$ cat src/rtl/uart_pkg.sv
// Shared definitions for the parametrised UART receiver: FSM encoding,
// FIFO entry layout and the sizes derived from the block parameters.
package uart_pkg;

  typedef enum logic [2:0] {
    ST_IDLE   = 3'd0,
    ST_START  = 3'd1,
    ST_DATA   = 3'd2,
    ST_PARITY = 3'd3,
    ST_STOP   = 3'd4
  } rx_state_e;

  localparam int unsigned CLKS_PER_BIT_DEF = 16;
  localparam int unsigned DATA_BITS_DEF    = 8;
  localparam int unsigned FIFO_DEPTH_DEF   = 4;

  // Sample window centre (HALF) for a given bit period.
  function automatic int unsigned half_of(input int unsigned clks_per_bit);
    return clks_per_bit / 2;
  endfunction

  // Entry layout, LSB first: data[DATA_BITS-1:0], parity_err, frame_err, break.
  function automatic int unsigned perr_off(input int unsigned data_bits);
    return data_bits;
  endfunction

  function automatic int unsigned ferr_off(input int unsigned data_bits);
    return data_bits + 1;
  endfunction

  function automatic int unsigned brk_off(input int unsigned data_bits);
    return data_bits + 2;
  endfunction

  // ENTRY_W for a given data width.
  function automatic int unsigned entry_w_of(input int unsigned data_bits);
    return data_bits + 3;
  endfunction

  // PTR_W for a given FIFO depth; the count is one bit wider.
  function automatic int unsigned ptr_w_of(input int unsigned depth);
    return $clog2(depth);
  endfunction

endpackage

$ cat src/rtl/uart_rx_ctrl_if.sv
// Receive-side bus of the UART receiver: serial pin, FIFO head handshake
// with per-character flags, and status.
interface uart_rx_ctrl_if #(
  parameter int unsigned DATA_BITS = 8
);
  logic                 uart_rx;
  logic                 rd_ready;
  logic                 rd_valid;
  logic [DATA_BITS-1:0] rd_data;
  logic                 rd_parity_err;
  logic                 rd_frame_err;
  logic                 rd_break;
  logic                 overrun;
  logic                 overrun_clr;
  logic                 busy;

  modport master (
    input  uart_rx, rd_ready, overrun_clr,
    output rd_valid, rd_data, rd_parity_err, rd_frame_err, rd_break,
           overrun, busy
  );

  modport slave (
    output uart_rx, rd_ready, overrun_clr,
    input  rd_valid, rd_data, rd_parity_err, rd_frame_err, rd_break,
           overrun, busy
  );
endinterface

$ cat src/rtl/uart_rx_fifo.sv
// Synchronous FIFO holding received characters; a pop in the same cycle
// frees the slot for a push into a full FIFO.
module uart_rx_fifo import uart_pkg::*; #(
  parameter int unsigned WIDTH = 11,
  parameter int unsigned DEPTH = FIFO_DEPTH_DEF
) (
  input  logic                     clk,
  input  logic                     rst,
  input  logic                     push,
  input  logic [WIDTH-1:0]         wdata,
  input  logic                     pop,
  output logic [WIDTH-1:0]         rdata,
  output logic                     full,
  output logic                     empty,
  output logic [$clog2(DEPTH):0]   count
);
  localparam int unsigned PW = ptr_w_of(DEPTH);

  logic [WIDTH-1:0] mem_q [DEPTH];
  logic [WIDTH-1:0] mem_d [DEPTH];
  logic [PW-1:0]    wr_ptr_q, wr_ptr_d;
  logic [PW-1:0]    rd_ptr_q, rd_ptr_d;
  logic [PW:0]      count_q, count_d;
  logic             do_push, do_pop;

  assign full    = (count_q == (PW+1)'(DEPTH));
  assign empty   = (count_q == '0);
  assign count   = count_q;
  assign rdata   = mem_q[rd_ptr_q];
  assign do_pop  = pop && !empty;
  assign do_push = push && (!full || do_pop);

  always_comb begin
    mem_d    = mem_q;
    wr_ptr_d = wr_ptr_q;
    rd_ptr_d = rd_ptr_q;
    count_d  = count_q;
    if (do_push) begin
      mem_d[wr_ptr_q] = wdata;
      wr_ptr_d        = wr_ptr_q + 1'b1;
    end
    if (do_pop) begin
      rd_ptr_d = rd_ptr_q + 1'b1;
    end
    case ({do_push, do_pop})
      2'b10:   count_d = count_q + 1'b1;
      2'b01:   count_d = count_q - 1'b1;
      default: count_d = count_q;
    endcase
  end

  always_ff @(posedge clk or posedge rst) begin
    if (rst) begin
      mem_q    <= '{default: '0};
      wr_ptr_q <= '0;
      rd_ptr_q <= '0;
      count_q  <= '0;
    end else begin
      mem_q    <= mem_d;
      wr_ptr_q <= wr_ptr_d;
      rd_ptr_q <= rd_ptr_d;
      count_q  <= count_d;
    end
  end
endmodule

$ cat src/rtl/uart_rx_ctrl.sv
// Parametrised UART receiver: pin synchroniser, bit timer with 3-sample
// majority vote, character FSM and an output FIFO with sticky overrun.
module uart_rx_ctrl import uart_pkg::*; #(
  parameter int unsigned CLKS_PER_BIT = CLKS_PER_BIT_DEF,
  parameter int unsigned DATA_BITS    = DATA_BITS_DEF,
  parameter int unsigned PARITY_EN    = 0,
  parameter int unsigned PARITY_ODD   = 0,
  parameter int unsigned STOP_BITS    = 1,
  parameter int unsigned FIFO_DEPTH   = FIFO_DEPTH_DEF
) (
  input  logic            clk,
  input  logic            rst,
  uart_rx_ctrl_if.master  bus
);
  localparam int unsigned MID    = half_of(CLKS_PER_BIT);
  localparam int unsigned CNT_W  = $clog2(CLKS_PER_BIT);
  localparam int unsigned IDX_W  = $clog2(DATA_BITS);
  localparam int unsigned ENT_W  = entry_w_of(DATA_BITS);
  localparam int unsigned FCNT_W = ptr_w_of(FIFO_DEPTH) + 1;
  localparam int unsigned PERR_B = perr_off(DATA_BITS);
  localparam int unsigned FERR_B = ferr_off(DATA_BITS);
  localparam int unsigned BRK_B  = brk_off(DATA_BITS);

  rx_state_e            state_q, state_d;
  logic                 s1_q, s1_d, s2_q, s2_d, s3_q, s3_d;
  logic [CNT_W-1:0]     bit_cnt_q, bit_cnt_d;
  logic [1:0]           smp_q, smp_d;
  logic [DATA_BITS-1:0] data_q, data_d;
  logic [IDX_W-1:0]     bit_idx_q, bit_idx_d;
  logic                 stop_idx_q, stop_idx_d;
  logic                 perr_q, perr_d;
  logic                 ferr_q, ferr_d;
  logic                 par_bit_q, par_bit_d;
  logic                 overrun_q, overrun_d;

  logic                 fall_c, maj_c, decide_c, wrap_c;
  logic                 ferr_now_c, brk_now_c, push_c, pop_c, drop_c;
  logic [ENT_W-1:0]     entry_c, head_c;
  logic                 fifo_full, fifo_empty;
  logic [FCNT_W-1:0]    fifo_count;

  assign fall_c     = s3_q && !s2_q;
  assign maj_c      = (smp_q[0] & smp_q[1]) | (smp_q[0] & s2_q) | (smp_q[1] & s2_q);
  assign decide_c   = (state_q != ST_IDLE) && (bit_cnt_q == CNT_W'(MID + 1));
  assign wrap_c     = (bit_cnt_q == CNT_W'(CLKS_PER_BIT - 1));
  assign ferr_now_c = ferr_q || !maj_c;
  assign brk_now_c  = (data_q == '0) && ((PARITY_EN == 0) || !par_bit_q) && ferr_now_c;
  assign entry_c    = {brk_now_c, ferr_now_c, perr_q, data_q};
  assign pop_c      = !fifo_empty && bus.rd_ready;
  assign drop_c     = push_c && fifo_full && !pop_c;

  always_comb begin
    state_d    = state_q;
    s1_d       = bus.uart_rx;
    s2_d       = s1_q;
    s3_d       = s2_q;
    bit_cnt_d  = bit_cnt_q;
    smp_d      = smp_q;
    data_d     = data_q;
    bit_idx_d  = bit_idx_q;
    stop_idx_d = stop_idx_q;
    perr_d     = perr_q;
    ferr_d     = ferr_q;
    par_bit_d  = par_bit_q;
    push_c     = 1'b0;
    overrun_d  = drop_c || (overrun_q && !bus.overrun_clr);

    // Bit timer and the two early votes of the sample window.
    if (state_q != ST_IDLE) begin
      bit_cnt_d = wrap_c ? '0 : bit_cnt_q + 1'b1;
      if (bit_cnt_q == CNT_W'(MID - 1)) smp_d[0] = s2_q;
      if (bit_cnt_q == CNT_W'(MID))     smp_d[1] = s2_q;
    end

    case (state_q)
      ST_IDLE: begin
        if (fall_c) begin
          state_d   = ST_START;
          bit_cnt_d = '0;
          perr_d    = 1'b0;
          ferr_d    = 1'b0;
          par_bit_d = 1'b0;
        end
      end
      ST_START: begin
        if (decide_c && maj_c) begin
          state_d = ST_IDLE;
        end else if (wrap_c) begin
          state_d   = ST_DATA;
          bit_idx_d = '0;
        end
      end
      ST_DATA: begin
        if (decide_c) data_d = {maj_c, data_q[DATA_BITS-1:1]};
        if (wrap_c) begin
          if (bit_idx_q == IDX_W'(DATA_BITS - 1)) begin
            state_d    = (PARITY_EN != 0) ? ST_PARITY : ST_STOP;
            stop_idx_d = 1'b0;
          end else begin
            bit_idx_d = bit_idx_q + 1'b1;
          end
        end
      end
      ST_PARITY: begin
        if (decide_c) begin
          perr_d    = (^{data_q, maj_c}) ^ (PARITY_ODD != 0);
          par_bit_d = maj_c;
        end
        if (wrap_c) state_d = ST_STOP;
      end
      ST_STOP: begin
        // The last stop bit ends the character at its decision point.
        if (decide_c) begin
          ferr_d = ferr_now_c;
          if (stop_idx_q == 1'(STOP_BITS - 1)) begin
            push_c  = 1'b1;
            state_d = ST_IDLE;
          end
        end
        if (wrap_c && state_d == ST_STOP) stop_idx_d = 1'b1;
      end
      default: state_d = ST_IDLE;
    endcase
  end

  always_ff @(posedge clk or posedge rst) begin
    if (rst) begin
      state_q    <= ST_IDLE;
      s1_q       <= 1'b1;
      s2_q       <= 1'b1;
      s3_q       <= 1'b1;
      bit_cnt_q  <= '0;
      smp_q      <= 2'b11;
      data_q     <= '0;
      bit_idx_q  <= '0;
      stop_idx_q <= 1'b0;
      perr_q     <= 1'b0;
      ferr_q     <= 1'b0;
      par_bit_q  <= 1'b0;
      overrun_q  <= 1'b0;
    end else begin
      state_q    <= state_d;
      s1_q       <= s1_d;
      s2_q       <= s2_d;
      s3_q       <= s3_d;
      bit_cnt_q  <= bit_cnt_d;
      smp_q      <= smp_d;
      data_q     <= data_d;
      bit_idx_q  <= bit_idx_d;
      stop_idx_q <= stop_idx_d;
      perr_q     <= perr_d;
      ferr_q     <= ferr_d;
      par_bit_q  <= par_bit_d;
      overrun_q  <= overrun_d;
    end
  end

  uart_rx_fifo #(
    .WIDTH (ENT_W),
    .DEPTH (FIFO_DEPTH)
  ) u_fifo (
    .clk   (clk),
    .rst   (rst),
    .push  (push_c),
    .wdata (entry_c),
    .pop   (pop_c),
    .rdata (head_c),
    .full  (fifo_full),
    .empty (fifo_empty),
    .count (fifo_count)
  );

  assign bus.rd_valid      = !fifo_empty;
  assign bus.rd_data       = head_c[DATA_BITS-1:0];
  assign bus.rd_parity_err = head_c[PERR_B];
  assign bus.rd_frame_err  = head_c[FERR_B];
  assign bus.rd_break      = head_c[BRK_B];
  assign bus.overrun       = overrun_q;
  assign bus.busy          = (state_q != ST_IDLE);

  a_count_bound: assert property (@(posedge clk) disable iff (rst)
    fifo_count <= FCNT_W'(FIFO_DEPTH));
endmodule
$ cat src/flat_wrapper.sv
// flat-port wrapper written by rule: the top's interface ports become plain ports
module uart_rx_ctrl_flat import uart_pkg::*;
#(
  parameter int unsigned CLKS_PER_BIT = CLKS_PER_BIT_DEF,
  parameter int unsigned DATA_BITS    = DATA_BITS_DEF,
  parameter int unsigned PARITY_EN    = 0,
  parameter int unsigned PARITY_ODD   = 0,
  parameter int unsigned STOP_BITS    = 1,
  parameter int unsigned FIFO_DEPTH   = FIFO_DEPTH_DEF
)
  (clk, rst, bus_uart_rx, bus_rd_ready, bus_overrun_clr, bus_rd_valid, bus_rd_data, bus_rd_parity_err, bus_rd_frame_err, bus_rd_break, bus_overrun, bus_busy);
  uart_rx_ctrl_if #(.DATA_BITS(DATA_BITS)) bus_i ();
  input  logic clk;
  input  logic rst;
  input wire logic [$bits(bus_i.uart_rx)-1:0] bus_uart_rx;
  input wire logic [$bits(bus_i.rd_ready)-1:0] bus_rd_ready;
  input wire logic [$bits(bus_i.overrun_clr)-1:0] bus_overrun_clr;
  output wire logic [$bits(bus_i.rd_valid)-1:0] bus_rd_valid;
  output wire logic [$bits(bus_i.rd_data)-1:0] bus_rd_data;
  output wire logic [$bits(bus_i.rd_parity_err)-1:0] bus_rd_parity_err;
  output wire logic [$bits(bus_i.rd_frame_err)-1:0] bus_rd_frame_err;
  output wire logic [$bits(bus_i.rd_break)-1:0] bus_rd_break;
  output wire logic [$bits(bus_i.overrun)-1:0] bus_overrun;
  output wire logic [$bits(bus_i.busy)-1:0] bus_busy;
  assign bus_i.uart_rx = bus_uart_rx;
  assign bus_i.rd_ready = bus_rd_ready;
  assign bus_i.overrun_clr = bus_overrun_clr;
  assign bus_rd_valid = bus_i.rd_valid;
  assign bus_rd_data = bus_i.rd_data;
  assign bus_rd_parity_err = bus_i.rd_parity_err;
  assign bus_rd_frame_err = bus_i.rd_frame_err;
  assign bus_rd_break = bus_i.rd_break;
  assign bus_overrun = bus_i.overrun;
  assign bus_busy = bus_i.busy;
  uart_rx_ctrl #(.CLKS_PER_BIT(CLKS_PER_BIT), .DATA_BITS(DATA_BITS), .PARITY_EN(PARITY_EN), .PARITY_ODD(PARITY_ODD), .STOP_BITS(STOP_BITS), .FIFO_DEPTH(FIFO_DEPTH)) u_core (.clk(clk), .rst(rst), .bus(bus_i));
endmodule
$ cat config.mk
export PLATFORM = sky130hd
export DESIGN_NAME = uart_rx_ctrl_flat
export DESIGN_NICKNAME = d
export VERILOG_FILES = /design/src/rtl/uart_pkg.sv /design/src/rtl/uart_rx_ctrl_if.sv /design/src/rtl/uart_rx_fifo.sv /design/src/rtl/uart_rx_ctrl.sv /design/src/flat_wrapper.sv
export SDC_FILE = /design/constraint.sdc
export NUM_CORES = 1
export LEC_CHECK = 0
export ABC_AREA = 1
export CAP_MARGIN = 40
export CORE_MARGIN = 4
export CORE_UTILIZATION = 45
export DETAILED_ROUTE_END_ITERATION = 7
export SLEW_MARGIN = 15
export SYNTH_ARGS = -nofsm -noshare
export SYNTH_HDL_FRONTEND = slang
export SYNTH_HIERARCHICAL = 1
export SYNTH_SLANG_ARGS = --single-unit
$ cat constraint.sdc
create_clock -name clk -period 6.2 [get_ports clk]
set_input_delay 1.24 -clock clk [delete_from_list [all_inputs] [get_ports clk]]
set_output_delay 1.24 -clock clk [all_outputs]
set_load 0.02 [all_outputs]
==> results of run 1 <==
==> metrics by stage <==
step	hold WS, ps	cells	instance area [um^2]	util, %
finish	357	624	4600	52.2
global route	363	624	4600	52.2
CTS	359	624	4600	52.2
detailed placement	347	608	4330	49.2
global placement	346	605	4260	48.4
floorplan	345	504	4100	-
==> cell usage in the layout, fill, tap and decap left out, types with 2 or more instances in the layout <==
| master | n |
|---|---|
| o21ai_1 | 5 |
| inv_2 | 6 |
| o21ai_2 | 2 |
| nand2_2 | 4 |
| bufinv_16 | 4 |
| dfrtp_1 | 73 |
| dfstp_2 | 5 |
| nand3_1 | 20 |
| o21ai_0 | 34 |
| clkinv_4 | 3 |
| buf_12 | 2 |
| ha_1 | 10 |
| inv_1 | 45 |
| xor2_1 | 2 |
| clkdlybuf4s50_1 | 18 |
| xnor2_1 | 2 |
| nor2_4 | 2 |
| nand4_1 | 47 |
| clkbuf_8 | 9 |
| nor2_8 | 2 |
| o22ai_1 | 14 |
| nor2_1 | 28 |
| a21oi_1 | 6 |
| nand2_1 | 159 |
==> logic make-up after synthesis <==
logic type | count (synthesis) | synth area share, %
flip-flops | 78 | 47.8
buffers and inverters | 78 | 8.76
XOR/XNOR | 4 | 0.855
AO/OA/AOI/OAI | 64 | 8.70
adder cells (fa/ha/maj) | 11 | 3.54
AND/OR/NAND/NOR | 269 | 30.4
==> worst paths after layout <==
path / depth (start not counted) / endpoint / startpoint / slack (ps)
worst min register to register: 0 / u_core/s2_q / u_core/s1_q / 360
worst min-delay path: 0 / u_core/s2_q / u_core/s1_q / 360
worst max register to register: 12 / u_core/u_fifo/count[1] / u_core/bit_cnt_q[1] / 3400
max in group asynchronous: 3 / u_core/u_fifo/mem_q[33] / rst / 4340
worst max-delay path: 4 / bus_rd_data[5] / u_core/u_fifo/rd_ptr_q[0] / 2150
min in group asynchronous: 2 / u_core/bit_cnt_q[3] / rst / 1270
==> flip-flops by register name (all words and copies together) (netlist names) <==
signal,count
u_core/u_fifo/mem_q,44
u_core/bus.overrun,1
u_core/s3_q,1
u_core/perr_q,1
u_core/state_q,3
u_core/u_fifo/count,3
u_core/s2_q,1
u_core/smp_q,2
u_core/u_fifo/wr_ptr_q,2
u_core/bit_cnt_q,4
u_core/u_fifo/rd_ptr_q,2
u_core/s1_q,1
u_core/data_q,8
u_core/ferr_q,1
u_core/stop_idx_q,1
u_core/bit_idx_q,3
==> power by group <==
group	switching [uW]	total [uW]	internal [uW]
Clock	198	508	310
Combinational	402	653	251
Sequential	78.1	636	558
Total	678	1800	1120
==> per-layer routing <==
layer | vias up | share of wire, %
met3 | 13 | 3.5
met4 | 0 | 1.3
met5 | - | 0
li1 | 1672 | -
met2 | 55 | 47
met1 | 1585 | 48
==> cell type report <==
| type | instances | area [um^2] |
|---|---|---|
| timing repair buffer | 22 | 255 |
| inverter | 52 | 198 |
| tap | 108 | 135 |
| multi-input combinational | 348 | 1780 |
| clock inverter | 7 | 146 |
| clock buffer | 9 | 124 |
| fill | 832 | 4210 |
| sequential | 78 | 1960 |
==> key figures, run 1 <==
Run status
  • Status: finished clean

Timing
  • Clock skew: approximately 16 ps
  • Count of final setup violators: 0
  • Slew HR: a little under half
  • Pins Over Slew Limit: 0
  • Final Hold Vio Count: 0
  • Setup TNS: 0 ps
  • Final worst-path cycle share: around two thirds
  • RSZ-0062 raised after global routing: no
  • Final WS setup: 2150 ps
  • Achievable clock frequency: around 0.25 GHz
  • Final period demand of the worst path: slightly above 4000 ps
  • Worst slew pin tran: 791 ps

Finish
  • Layout cells sized above 1: about 9%
  • ANT cells: 0
  • Layout area overhead: 12.2%
  • # nets final: about 530

Synthesis
  • Commonest cells post-synth: nand2_1 (159), dfrtp_1 (73), nand4_1 (47), inv_1 (46), o21ai_0 (34)
  • Most used DFF post-synth: dfrtp_1
  • Mean Syn Cell Area: between 8 and 9 um^2
  • Yosys warning count: 6
  • Most common cell in the netlist: nand2_1
  • Area contributors post-synth: dfrtp_1 (45%), nand2_1 (15%), nand4_1 (7.2%), inv_1 (4.2%), o21ai_0 (4.2%)
  • FFs w/ async S/R, synth: 100%
  • Post-synth EDFFs: 0
  • Mapped Nets: 520
  • Mapped Area: 0.00410 mm^2
  • Cells after synthesis: approximately 500
  • Yosys reg bits: 78
  • Sequential area share after synthesis: between 40% and 50%
  • Top cell type's share of synthesized area: approximately 45%
  • Synth area leader: dfrtp_1
  • Post-synth cell types: 36

Power
  • Pwr per Cell Area: 391 mW/mm^2
  • Max VDD drop: 0.000163 V
  • Leakage: approximately 0.0024 uW
  • Final total power: roughly 1800 uW

Routing
  • # DRC: 0
  • Detailed Route WL: around 9400 um
  • TritonRoute pass-1 iters: 4
  • Drt first-iter violations: 240
  • DR WL/cell: between 10 and 15 um
  • DR vias/cell: 5.33
  • Final ANT Viol Nets: 0
  • Vias: 3325

CTS
  • Hold buffers post-CTS: 0
  • Clk sinks: between 70 and 80
  • H-Tree Depth: 3
  • # resized after CTS: 0
  • Post-CTS setup buffers: 0
  • Root buffer cell: clkbuf_8
  • Clk Latency, worst-skew pair: between 300 and 400 ps
  • Worst-path clk slew: 80 ps
  • Clock Path Buffers: 2
  • Cts bufs inserted: 9
  • CTS tree: built

Die
  • Die X: between 100 and 150 um
  • Floorplan row count: 34
  • Die ar.: around 0.011 mm^2
  • Initial Util: 46.6%
  • I/O pin count: 19
  • Die height: about 100 um
  • Core Box Area: about 0.0088 mm^2

Place
  • HPWL after DPL: about 6000 um
  • Port bufs: 18
  • Place WS: about 2500 ps
  • GP Congestion: 0.785

Setup path
  • Family with the most delay on the worst path: buffers and inverters
  • Worst-path fanout max: 24
  • Crit path required time: ~5000 ps
  • Critical path arrival: between 2000 and 3000 ps
  • WS Path Type: flip-flop to primary output
  • Critical Path Start Type: flip-flop
  • Ordered cell list for the critical path: inv_1 > o21ai_0 > o22ai_1 > clkdlybuf4s50_1
  • Buf+Inv Stages, Crit Path: 2
  • Crit end category: primary output
  • Crit path largest cell delay: roughly 860 ps
  • Critical path's slowest cell: dfrtp_1

Run
  • Maxcap violations: 0

GRT
  • Global Route Usage Sum: a little under a fifth
  • Met3 usage in global routing: approximately 2.7%
  • Total gr overflow: 0
  • Largest net degree at the start of global routing: 53
  • Met2 Track Usage GR: between 30% and 40%
  • Number of antenna violations at the first check in global routing: 0
  • Number of global-route vias before repair: ~3.3k
  • First-pass GRT wire length: between 15000 and 20000 um
  • GR peak layer: met2
  • Met1 usage: between 20% and 30%

Hold path
  • Min-Delay Path Class: flip-flop to flip-flop
Power figures use the tool's default switching activity.
==> run 2: changes to the inputs <==
==> constraint.sdc (replaced) <==
create_clock -name clk -period 3.55 [get_ports clk]
set_input_delay 0.71 -clock clk [delete_from_list [all_inputs] [get_ports clk]]
set_output_delay 0.71 -clock clk [all_outputs]
set_load 0.02 [all_outputs]
==> run 2 against run 1 <==
Global-route usage grew 0.30 points. Non-clock buffer count grew 5. First-iteration DRC count shrank 18%. Register-to-register slack lost 2400 ps. Sequential power grew 67%. Critical path type unchanged. Largest power group unchanged.
==> key figures, run 2 (synthesized netlist as in run 1, its figures left out) <==
CTS
  • H-Tree Depth: 3 (unchanged)
  • Clock Path Buffers: 2 (unchanged)
  • Post-CTS setup buffers: 0 (unchanged)
  • Root buffer cell: clkbuf_8
  • Cts bufs inserted: 9 (unchanged)
  • Clk sinks: 78 (unchanged)
  • Clk Latency, worst-skew pair: 350 ps (about the same)
  • Worst-path clk slew: 80 ps (about the same)
  • Hold buffers post-CTS: 0 (unchanged)
  • # resized after CTS: 0 (unchanged)
  • CTS tree: built

Timing
  • Count of final setup violators: 0 (unchanged)
  • Final Hold Vio Count: 0 (unchanged)
  • Worst slew pin tran: 742 ps (-49.8 ps)
  • Final period demand of the worst path: 3010 ps
  • Slew HR: 50.5% (+3.3 points)
  • RSZ-0062 raised after global routing: no
  • Achievable clock frequency: 0.333 GHz
  • Final worst-path cycle share: a little over four fifths
  • Setup TNS: 0 ps (unchanged)
  • Clock skew: 10.5 ps (-5.46 ps)
  • Pins Over Slew Limit: 0 (unchanged)

Die
  • Die ar.: 0.0107 mm^2 (unchanged)
  • Core Box Area: 0.00881 mm^2 (unchanged)
  • Floorplan row count: 34 (unchanged)
  • Die X: 103 um (unchanged)
  • I/O pin count: 19 (unchanged)
  • Initial Util: 46.6% (unchanged)
  • Die height: 103 um (unchanged)

Routing
  • # DRC: 0 (unchanged)
  • Detailed Route WL: 9310 um (-0.49%)
  • Final ANT Viol Nets: 0 (unchanged)
  • Vias: 3396 (+2.1%)
  • DR vias/cell: 5.40 (+1.3%)
  • Drt first-iter violations: 197 (-18%)
  • DR WL/cell: 14.8 um (-1.3%)
  • TritonRoute pass-1 iters: 5 (+1)

Run status
  • Status: finished clean

Place
  • GP Congestion: 0.797 (+1.6%)
  • Port bufs: 18 (unchanged)
  • DP Area: 0.00432 mm^2 (-0.17%)
  • HPWL after DPL: 6290 um (+4.0%)

GRT
  • Largest net degree at the start of global routing: 34 (-36%)
  • Global Route Usage Sum: 19.5% (+0.30 points)
  • Number of global-route vias before repair: 3199 (-3.9%)
  • First-pass GRT wire length: 16000 um (+0.65%)
  • Number of antenna violations at the first check in global routing: 0 (unchanged)
  • Total gr overflow: 0 (unchanged)

Run
  • Maxcap violations: 0 (unchanged)

Finish
  • # nets final: 532 (+0.95%)
  • Design Area, Final: 0.00450 mm^2 (-2.1%)
  • Layout cells sized above 1: 9.40% (+0.30 points)
  • Post-layout util: 51.2% (-1.1 points)
  • Max reg flops: 44 (unchanged)
  • Top Registers: u_core/u_fifo/mem_q (44), u_core/data_q (8), u_core/bit_cnt_q (4)
  • Largest reg by FF count: u_core/u_fifo/mem_q
  • Most frequent cells in the layout: nand2_1 (159), dfrtp_1 (73), nand4_1 (47)
  • ANT cells: 0 (unchanged)
  • Layout area overhead: 9.86%
  • Commonest non-fill, non-tap cell in the layout: nand2_1

Hold path
  • Min-Delay Path Class: flip-flop to flip-flop
  • Hold depth: 0 (unchanged)
  • Worst Hold Launch: u_core/s1_q
  • WHS Endpoint: u_core/s2_q

Setup path
  • Crit path largest cell delay: 650 ps (-210 ps)
  • R2R setup slack: 960 ps (-2440 ps)
  • Crit end category: primary output
  • Reg2reg path depth: 13 (+1)
  • Critical Path Start Type: flip-flop
  • R2R Path Start: u_core/u_fifo/count[0]
  • Worst-path fanout max: 23 (-4.2%)
  • Ordered cell list for the critical path: inv_1 > o21ai_0 > o22ai_1 > clkdlybuf4s50_1
  • WS Path Type: flip-flop to primary output
  • Critical path arrival: 2300 ps (-510 ps)
  • Critical path's slowest cell: clkdlybuf4s50_1
  • R2r endpoint: u_core/u_fifo/count[2]
  • Crit path required time: 2840 ps (-2120 ps)

Power
  • Max VDD drop: 0.000397 V (+140%)
  • Clock power share: 21.9% (-6.4 points)
  • Psw: 1150 uW (+69%)
  • Comb power frac: 41.4% (+5.0 points)
  • Final total power: 2890 uW (+61%)
  • Pwr per Cell Area: 641 mW/mm^2 (+64%)
  • Leakage: 0.00233 uW (-1.6%)
  • Sw frac: 39.8% (+2.1 points)
  • Cell Int Power: 1740 uW (+55%)
  • Flop pwr share: 36.6% (+1.2 points)
## run 2: worst max-delay path by stage
stage | start | to | slack [ps] | cells after the start
2_1_floorplan | u_core/bit_cnt_q[1] | u_core/u_fifo/count[1] | 1270 | 12
3_3_place_gp | bus_rd_ready | u_core/u_fifo/count[2] | 590 | 12
3_5_place_dp | bus_rd_ready | u_core/u_fifo/count[2] | 520 | 12
4_1_cts | u_core/u_fifo/rd_ptr_q[0] | bus_rd_data[7] | 520 | 4
5_1_grt | u_core/u_fifo/rd_ptr_q[0] | bus_rd_frame_err | 360 | 4
6_report | u_core/u_fifo/rd_ptr_q[0] | bus_rd_frame_err | 540 | 4
## run 2: metal layers
layer	wire length (um)	global-route usage (%)	share of wire [%]
met5	0	0	0
met1	4380	27.3	47
met3	438	4.02	4.7
met2	4360	30.5	47
met4	136	5.78	1.5
## run 2: layout make-up
| class | count | area, um^2 |
|---|---|---|
| multi-input combinational | 348 | 1780 |
| sequential | 78 | 1960 |
| fill | 844 | 4300 |
| tap | 108 | 135 |
| clock buffer | 12 | 135 |
| inverter | 52 | 198 |
| timing repair buffer | 27 | 248 |
| clock inverter | 4 | 47.5 |
## run 2: power by group through the flow
stage	clock [uW]	sequential [uW]	combinational, uW
floorplan	0	1060	850
global placement	0	1070	1200
detailed placement	0	1070	1210
CTS	653	1060	1210
global route	692	1080	1350
finish	632	1060	1200
## run 2: critical path, delay by kind of cell (launching register included)
kind	cells	cell delay [ps]
compound gates	2	380
buf+inv	2	1190
flops	1	380
## run 2: metrics by stage
| step | setup slack (ps) | hold slack (ps) | instances |
|---|---|---|---|
| 6_report | 544 | 358 | 629 |
| 5_1_grt | 363 | 361 | 629 |
| 4_1_cts | 516 | 359 | 629 |
| 3_5_place_dp | 520 | 348 | 613 |
| 3_3_place_gp | 588 | 346 | 613 |
| 2_1_floorplan | 1270 | 345 | 504 |
==> run 3: changes to the inputs <==
==> constraint.sdc (replaced) <==
create_clock -name clk -period 3.02 [get_ports clk]
set_input_delay 0.604 -clock clk [delete_from_list [all_inputs] [get_ports clk]]
set_output_delay 0.604 -clock clk [all_outputs]
set_load 0.02 [all_outputs]
==> run 3 against run 2 <==
Design area increased by 1.4%. Total power increased by 20%. First-iteration DRC count decreased by 6.1%. Combinational power increased by 18%. Register-to-register slack got worse by 300 ps. Clock skew decreased by 2.2 ps. Critical endpoint is now bus_rd_data[5].
==> key figures, run 3 (synthesized netlist as in run 1, its figures left out) <==
Run
  • Maxcap violations: 0 (unchanged)

CTS
  • Clock Path Buffers: 2 (unchanged)
  • Cts bufs inserted: 9 (unchanged)
  • Clk sinks: 78 (unchanged)
  • Root buffer cell: clkbuf_8
  • H-Tree Depth: 3 (unchanged)
  • CTS tree: built
  • Worst-path clk slew: 80 ps (about the same)
  • Clk Latency, worst-skew pair: 350 ps (about the same)
  • Hold buffers post-CTS: 0 (unchanged)

Routing
  • TritonRoute pass-1 iters: 4 (-1)
  • Drt first-iter violations: 185 (-6.1%)
  • # DRC: 0 (unchanged)
  • Vias: 3347 (-1.4%)
  • DR WL/cell: 14.4 um (-2.9%)
  • Final ANT Viol Nets: 0 (unchanged)
  • DR vias/cell: 5.29 (-2.1%)
  • Detailed Route WL: 9100 um (-2.3%)

Timing
  • RSZ-0062 raised after global routing: no
  • Count of final setup violators: 0 (unchanged)
  • Clock skew: 8.33 ps (-2.21 ps)
  • Final period demand of the worst path: roughly 2800 ps
  • Achievable clock frequency: 0.353 GHz
  • Final Hold Vio Count: 0 (unchanged)
  • Hold WS: 357 ps (-0.651 ps)
  • Final worst-path cycle share: a little over nine tenths
  • Slew HR: 66.5% (+16 points)
  • Worst slew pin tran: 502 ps (-239 ps)
  • Setup TNS: 0 ps (unchanged)
  • Pins Over Slew Limit: 0 (unchanged)

Hold path
  • Worst Hold Launch: u_core/s1_q
  • Min-Delay Path Class: flip-flop to flip-flop
  • WHS Endpoint: u_core/s2_q
  • Hold depth: 0 (unchanged)

Place
  • Port bufs: 18 (unchanged)
  • HPWL after DPL: 6430 um (+2.2%)
  • GP Congestion: 0.788 (-1.1%)

GRT
  • First-pass GRT wire length: 15400 um (-4.3%)
  • Global Route Usage Sum: 18.5% (-1.0 points)
  • Number of antenna violations at the first check in global routing: 0 (unchanged)
  • Total gr overflow: 0 (unchanged)
  • Number of global-route vias before repair: 3177 (-0.69%)
  • Largest net degree at the start of global routing: 52 (+53%)

Finish
  • Layout cells sized above 1: 10.9% (+1.5 points)
  • Max reg flops: 44 (unchanged)
  • Top Registers: u_core/u_fifo/mem_q (44), u_core/data_q (8), u_core/bit_cnt_q (4)
  • Commonest non-fill, non-tap cell in the layout: nand2_1
  • Most frequent cells in the layout: nand2_1 (159), dfrtp_1 (73), nand4_1 (47)
  • ANT cells: 0 (unchanged)
  • # nets final: 536 (+0.75%)
  • Layout area overhead: 11.4%
  • Largest reg by FF count: u_core/u_fifo/mem_q

Power
  • Max VDD drop: 0.000476 V (+20%)
  • Pwr per Cell Area: 757 mW/mm^2 (+18%)
  • Leakage: 0.00237 uW (+1.3%)

Die
  • Initial Util: 46.6% (unchanged)
  • Die height: 103 um (unchanged)
  • Core Box Area: 0.00881 mm^2 (unchanged)
  • Die X: 103 um (unchanged)
  • Die ar.: 0.0107 mm^2 (unchanged)
  • I/O pin count: 19 (unchanged)
  • Floorplan row count: 34 (unchanged)

Setup path
  • Reg2reg path depth: 10 (-3)
  • Crit end category: primary output
  • Crit path required time: 2420 ps (-420 ps)
  • WS Path Type: flip-flop to primary output
  • Critical path arrival: 2230 ps (-70 ps)
  • R2R Path Start: u_core/bit_cnt_q[1]
  • Critical Path Start Type: flip-flop
  • R2R setup slack: 660 ps (-300 ps)
  • R2r endpoint: u_core/u_fifo/mem_q[31]
  • Worst-path fanout max: 14 (-39%)

Run status
  • Status: finished clean
## run 3: changes by cell type in the layout (fill, tap and decap cells not counted)
cell | previous run | this run
buf_12 | 0 | 1
buf_4 | 9 | 12
clkbuf_1 | 3 | 0
clkbuf_8 | 9 | 10
clkinv_2 | 2 | 3
clkinv_4 | 0 | 1
clkinvlp_4 | 1 | 2
inv_1 | 45 | 44
## run 3: where the power goes
group	internal, uW	switching, uW	leakage (uW)
Sequential	1150	118	0.00105
Clock	402	384	0.000102
Combinational	536	870	0.00121
Total	2080	1370	0.00237
## run 3: cell type report
cell class	instances	area, um^2
Clock inverter	6	61.3
Tap cell	108	135
Multi-Input combinational cell	348	1780
Timing Repair Buffer	31	290
Inverter	52	201
Clock buffer	10	138
Fill cell	852	4240
Sequential cell	78	1960
## run 3: worst max path at each step
stage / to / slack [ps] / startpoint / cells after the start
final: bus_rd_data[5] / 180 / u_core/u_fifo/rd_ptr_q[1] / 4
after global routing: bus_rd_data[6] / 20 / u_core/u_fifo/rd_ptr_q[1] / 4
after CTS: bus_rd_data[6] / 150 / u_core/u_fifo/rd_ptr_q[0] / 4
after detailed placement: u_core/u_fifo/mem_q[4] / 480 / bus_rd_ready / 9
after global placement: u_core/u_fifo/mem_q[30] / 520 / bus_rd_ready / 9
after floorplan: u_core/u_fifo/count[1] / 740 / u_core/bit_cnt_q[1] / 12
## run 3: per-layer routing
layer	vias up	global-route usage, %	wire length [um]
met5	-	0	0
met1	1581	25.7	4370
met3	10	3.15	321
met2	67	29.2	4300
met4	0	6.27	108
li1	1689	-	-
## run 3: critical path: stages (launching register included)
cell and delay (ps):
dfrtp_1 570, inv_1 330, o21ai_0 200, o22ai_1 160, clkdlybuf4s50_1 630
## run 3: metrics by stage
stage                     total power [uW]  std cells  util (%)  cell area [um^2]  setup slack [ps]
after floorplan                       2240        504         -              4100               744
after global placement                2670        617      49.6              4360               522
after detailed placement              2700        617      49.6              4360               481
after CTS                             3490        633      51.8              4560               155
after global routing                  3720        633      51.9              4570              23.2
final                                 3460        633      51.9              4570               184
## run 3: repair_timing
item,CTS,global route
setup buffers,0,0
endpoints found under the setup margin,0,1
gates resized for setup,0,1
